`config.mk`:
```
export PLATFORM = sky130hd
export DESIGN_NAME = lfsr_seq_ctrl
export DESIGN_NICKNAME = d
export VERILOG_FILES = /design/src/rtl/lfsr_seq_ctrl.sv
export SDC_FILE = /design/constraint.sdc
export NUM_CORES = 1
export LEC_CHECK = 0
export ABC_AREA = 1
export CORE_ASPECT_RATIO = 1.5
export CORE_MARGIN = 2
export CORE_UTILIZATION = 39
export DETAILED_ROUTE_END_ITERATION = 10
export PLACE_DENSITY = 0.84
export SYNTH_ARGS = -nofsm -noshare
export SYNTH_HDL_FRONTEND = slang
export SYNTH_SLANG_ARGS = --single-unit
```
`constraint.sdc`:
```
create_clock -name clk -period 1.6 [get_ports clk]
set_input_delay 0.32 -clock clk [delete_from_list [all_inputs] [get_ports clk]]
set_output_delay 0.32 -clock clk [all_outputs]
set_load 0.02 [all_outputs]
```
`src/rtl/lfsr_seq_ctrl.sv`:
```
// Sequencer for an external LFSR: loads a seed over a 32-bit register bus,
// primes one advance, then streams num_blocks keystream blocks with ready/valid.
module lfsr_seq_ctrl #(
  parameter int          POLY_WIDTH = 84,
  parameter logic [11:0] BASE_ADDR  = 12'h0a9,
  parameter int          CNT_W      = 16
) (
  input  logic                  clk,
  input  logic                  rst_n,
  input  logic                  start,
  input  logic                  abort,
  input  logic [POLY_WIDTH-1:0] seed,
  input  logic [CNT_W-1:0]      num_blocks,
  output logic                  busy,
  output logic                  done,
  output logic                  lfsr_write,
  output logic [11:0]           lfsr_addr,
  output logic [31:0]           lfsr_din,
  output logic                  lfsr_enable,
  input  logic [POLY_WIDTH-1:0] lfsr_dout,
  output logic                  ks_valid,
  input  logic                  ks_ready,
  output logic [POLY_WIDTH-1:0] ks_data
);

  typedef enum logic [2:0] {
    S_IDLE  = 3'd0,
    S_LOAD0 = 3'd1,
    S_LOAD1 = 3'd2,
    S_LOAD2 = 3'd3,
    S_PRIME = 3'd4,
    S_RUN   = 3'd5,
    S_DONE  = 3'd6
  } state_t;

  state_t                state_q;
  logic [CNT_W-1:0]      cnt_q;
  logic [CNT_W-1:0]      nblk_q;
  logic [POLY_WIDTH-1:0] seed_q;
  logic [95:0]           seed_ext;

  // Upper seed word is zero-extended to the full 32-bit bus width.
  assign seed_ext = 96'(seed_q);

  always_ff @(posedge clk or negedge rst_n) begin
    if (!rst_n) begin
      state_q <= S_IDLE;
      cnt_q   <= '0;
      nblk_q  <= '0;
      seed_q  <= '0;
    end else if (abort) begin
      state_q <= S_IDLE;
    end else begin
      case (state_q)
        S_IDLE: begin
          if (start) begin
            if (num_blocks != '0) begin
              seed_q  <= seed;
              nblk_q  <= num_blocks;
              state_q <= S_LOAD0;
            end else begin
              state_q <= S_DONE;
            end
          end
        end
        S_LOAD0: state_q <= S_LOAD1;
        S_LOAD1: state_q <= S_LOAD2;
        S_LOAD2: state_q <= S_PRIME;
        S_PRIME: begin
          cnt_q   <= nblk_q;
          state_q <= S_RUN;
        end
        S_RUN: begin
          if (ks_ready) begin
            cnt_q <= cnt_q - CNT_W'(1);
            if (cnt_q == CNT_W'(1)) state_q <= S_DONE;
          end
        end
        S_DONE:  state_q <= S_IDLE;
        default: state_q <= S_IDLE;
      endcase
    end
  end

  assign busy    = (state_q != S_IDLE);
  assign ks_data = lfsr_dout;

  // Strobes are decoded from the registered state and gated by abort so an
  // aborting cycle never writes, advances or presents a block.
  always_comb begin
    lfsr_write  = 1'b0;
    lfsr_addr   = '0;
    lfsr_din    = '0;
    lfsr_enable = 1'b0;
    ks_valid    = 1'b0;
    done        = 1'b0;
    if (!abort) begin
      case (state_q)
        S_LOAD0: begin
          lfsr_write = 1'b1;
          lfsr_addr  = BASE_ADDR;
          lfsr_din   = seed_ext[31:0];
        end
        S_LOAD1: begin
          lfsr_write = 1'b1;
          lfsr_addr  = BASE_ADDR + 12'd1;
          lfsr_din   = seed_ext[63:32];
        end
        S_LOAD2: begin
          lfsr_write = 1'b1;
          lfsr_addr  = BASE_ADDR + 12'd2;
          lfsr_din   = seed_ext[95:64];
        end
        S_PRIME: lfsr_enable = 1'b1;
        S_RUN: begin
          ks_valid    = 1'b1;
          lfsr_enable = ks_ready;
        end
        S_DONE:  done = 1'b1;
        default: ;
      endcase
    end
  end

endmodule

```
==> results.toml <==
[worst_setup_path]
crit_fanout = 7
ff2ff_path_depth = 14
cp_top_family = "buffers and inverters"
r2r_end = "seed_q[65]$_DFFE_PN0P_"
crit_path_start_kind = "flip-flop"
worst_setup_path_end_kind = "output pin"
r2r_slack_ns = -0.54
crit_chain = "inv_2, nor3_4, buf_12, buf_12, a22oi_1, nand2_1, nand2_1, inv_1, buf_6"
r2r_start = "state_q[1]$_DFFE_PN0P_"
worstPathArrival_ns = 1.94
worst_path_max_delay_cell = "dfrtp_2"
critPathRequiredTime_ns = 1.28
crit_type = "reg2out"
cpPeakStageDelay_ns = 0.48
critPathBufInv = 5

[run_status]
status = "finished, violations left"
violations = "negative setup slack"

[placement]
dp_hpwl_um = 14700
dp_slack_ns = -0.757
portBuffers = 146
dp_cells = 1189
place.gp.congestion = 0.955

[final_layout]
fin_nets = 1244
multi_input_area_mm2 = 0.00329
nFillCells = 1325
area_growth_pct = 54.1
fin_cells = 1283
drive_gt1_frac = 0.439
antenna_cells = 0
regArea_mm2 = 0.00298

[cts]
clock_sinks = 119
clk_latency_ns = 0.42
htreeDepth = 4
cts_tree = "yes"
root_buffer = "clkbuf_16"
cts_buffer_depth = 2
cts-buffers-inserted = 17
clk_pin_slew_ns = 0.06

[synthesis]
yosys-top-cells-area = "dfrtp_1 41%, nand2_1 13%, o21ai_2 12%, buf_4 10%, inv_1 6.9%"
synth_top_cell_area_share = 0.414
synth_top_cell_by_area = "dfrtp_1"
avgSynthCellArea_um2 = 8.04
synth-seq-cells = 119
netlist_instances = 896
synthMostInstantiatedCell = "nand2_1"
synth_cell_types = 36
synth-warning-count = 0
synth-edff-count = 0
yosys-top-cells-count = "258 x nand2_1, 132 x inv_1, 119 x dfrtp_1"
ys_seq_area_frac = 0.414
synth-main-ff-cell = "dfrtp_1"
async_reset_ff_frac = 1.00
netlist_area_mm2 = 0.00720

[sta]
post-route-period-util = 1.41
post-route-min-period_ns = 2.26
drv_slew = 0
finalWorstSetupSlack_ns = -0.663
rsz0062_at_grt = "true"
clock_skew_ns = 0.00877
hold_violations = 0
setup_tns_ns = -70.82
final-setup-viol-count = 161
max_freq_mhz = 442

[pwr]
intPower_mw = 11.5
combPwrFrac = 0.459
clock_power_share = 0.229
power.density_mw_per_mm2 = 1670
power.leakage_nw = 5.53
power_frac_seq = 0.312
ir_drop_mv = 0.922
p_sw_mw = 7.02
p_sw_frac = 0.380

[drt]
wl_per_cell_um = 20.0
via_per_inst = 5.25
vias = 6730
drcViolationCount = 0
ant_nets = 0
dr.pass1.iters = 5
drtIter0Drc = 381
totalWireLength_um = 25700

[die]
die_y_um = 170
ios = 322
initial_core_util = 0.400
die-area_mm2 = 0.0196
std_cell_rows = 60
die_width_um = 115
design.core.area_mm2 = 0.0180

[run]
max_cap_violations = 0

[min_path]
hold_class = "in2async"

[global_routing]
grt_overflow = 0
grt_pass1_wl_um = 36200
grt_max_degree = 63
grt_pass1_vias = 6796
antenna_found_initial = 0
grt_use_total = 0.246
[how the worst max path moves through the flow]
stage	from	endpoint	cells after the start
floorplan	abort	lfsr_din[24]	3
global placement	abort	done	5
detailed placement	abort	done	5
CTS	state_q[1]$_DFFE_PN0P_	lfsr_din[5]	10
global route	state_q[1]$_DFFE_PN0P_	lfsr_din[5]	9
finish	state_q[0]$_DFFE_PN0P_	lfsr_din[19]	9
[layout by cell type, fill, tap and decap left out, types with 5 or more instances in the layout]
master           count
a21oi_2             10
a21oi_4              5
a22oi_1              7
a22oi_2             11
buf_12              20
buf_16              18
buf_4               52
buf_6               58
bufinv_16            5
clkbuf_16           28
clkdlybuf4s50_1    103
conb_1               7
dfrtp_1            117
inv_1              118
inv_2               17
nand2_1            156
nand2_2             91
nand2_4             12
nand3_1             10
nor2_1              40
o21a_1               5
o21ai_1             10
o21ai_2            102
[per-stage QoR]
stage / util / hold slack, ns / area (µm²) / total power, mW
after global placement: 0.480 / 0.209 / 8640 / 10.9
after CTS: 0.583 / 0.314 / 10500 / 17.4
after global routing: 0.616 / 0.347 / 11100 / 19.4
after floorplan: - / 0.0244 / 7310 / 9.43
final: 0.616 / 0.313 / 11100 / 18.5
after detailed placement: 0.480 / 0.212 / 8640 / 11.1
[cells by family after synthesis]
group	Yosys count	share of synthesized area
xor+xnor	4	0.00487
buf+inv	273	0.217
compound gates	163	0.176
other cells	1	0.000521
fa+ha+maj	2	0.00347
flops	119	0.414
simple gates	334	0.185
[state kept, by name (all words and copies together) (netlist names)]
register,count
nblk_q,16
state_q,3
cnt_q,16
seed_q,84
[power groups by stage]
| stage | clock (mW) | combinational (mW) | sequential, mW |
|---|---|---|---|
| 2_1_floorplan | 0 | 4.35 | 5.08 |
| 3_3_place_gp | 0 | 5.60 | 5.30 |
| 3_5_place_dp | 0 | 5.78 | 5.36 |
| 4_1_cts | 4.24 | 7.63 | 5.51 |
| 5_1_grt | 4.41 | 9.07 | 5.90 |
| 6_report | 4.23 | 8.48 | 5.77 |
[cell type report]
| class | instances | area share |
|---|---|---|
| Timing Repair inverter | 1 | 0.000790 |
| Timing Repair Buffer | 266 | 0.302 |
| Tap cell | 217 | 0.0245 |
| Sequential cell | 119 | 0.269 |
| Clock buffer | 18 | 0.0387 |
| Multi-Input combinational cell | 510 | 0.296 |
| Inverter | 138 | 0.0487 |
| Clock inverter | 14 | 0.0201 |
[metal layers]
layer | routed length (µm) | share of wire | vias up | global-route usage
met5 | 0 | 0 | - | 0
met2 | 13300 | 0.52 | 340 | 0.425
met3 | 1900 | 0.074 | 168 | 0.0630
met4 | 2230 | 0.087 | 0 | 0.204
met1 | 8260 | 0.32 | 3226 | 0.245
li1 | - | - | 2996 | -
[what timing repair did]
action	4_1_cts	5_1_grt
cloned	21	12
hold buffers	1	0
resized for setup	394	105
endpoints found under the setup margin	158	161
hold endpoints to repair	14	0
buffers inserted	27	6
pin swaps	12	33
No activity file was read; power rests on OpenSTA's default activity.
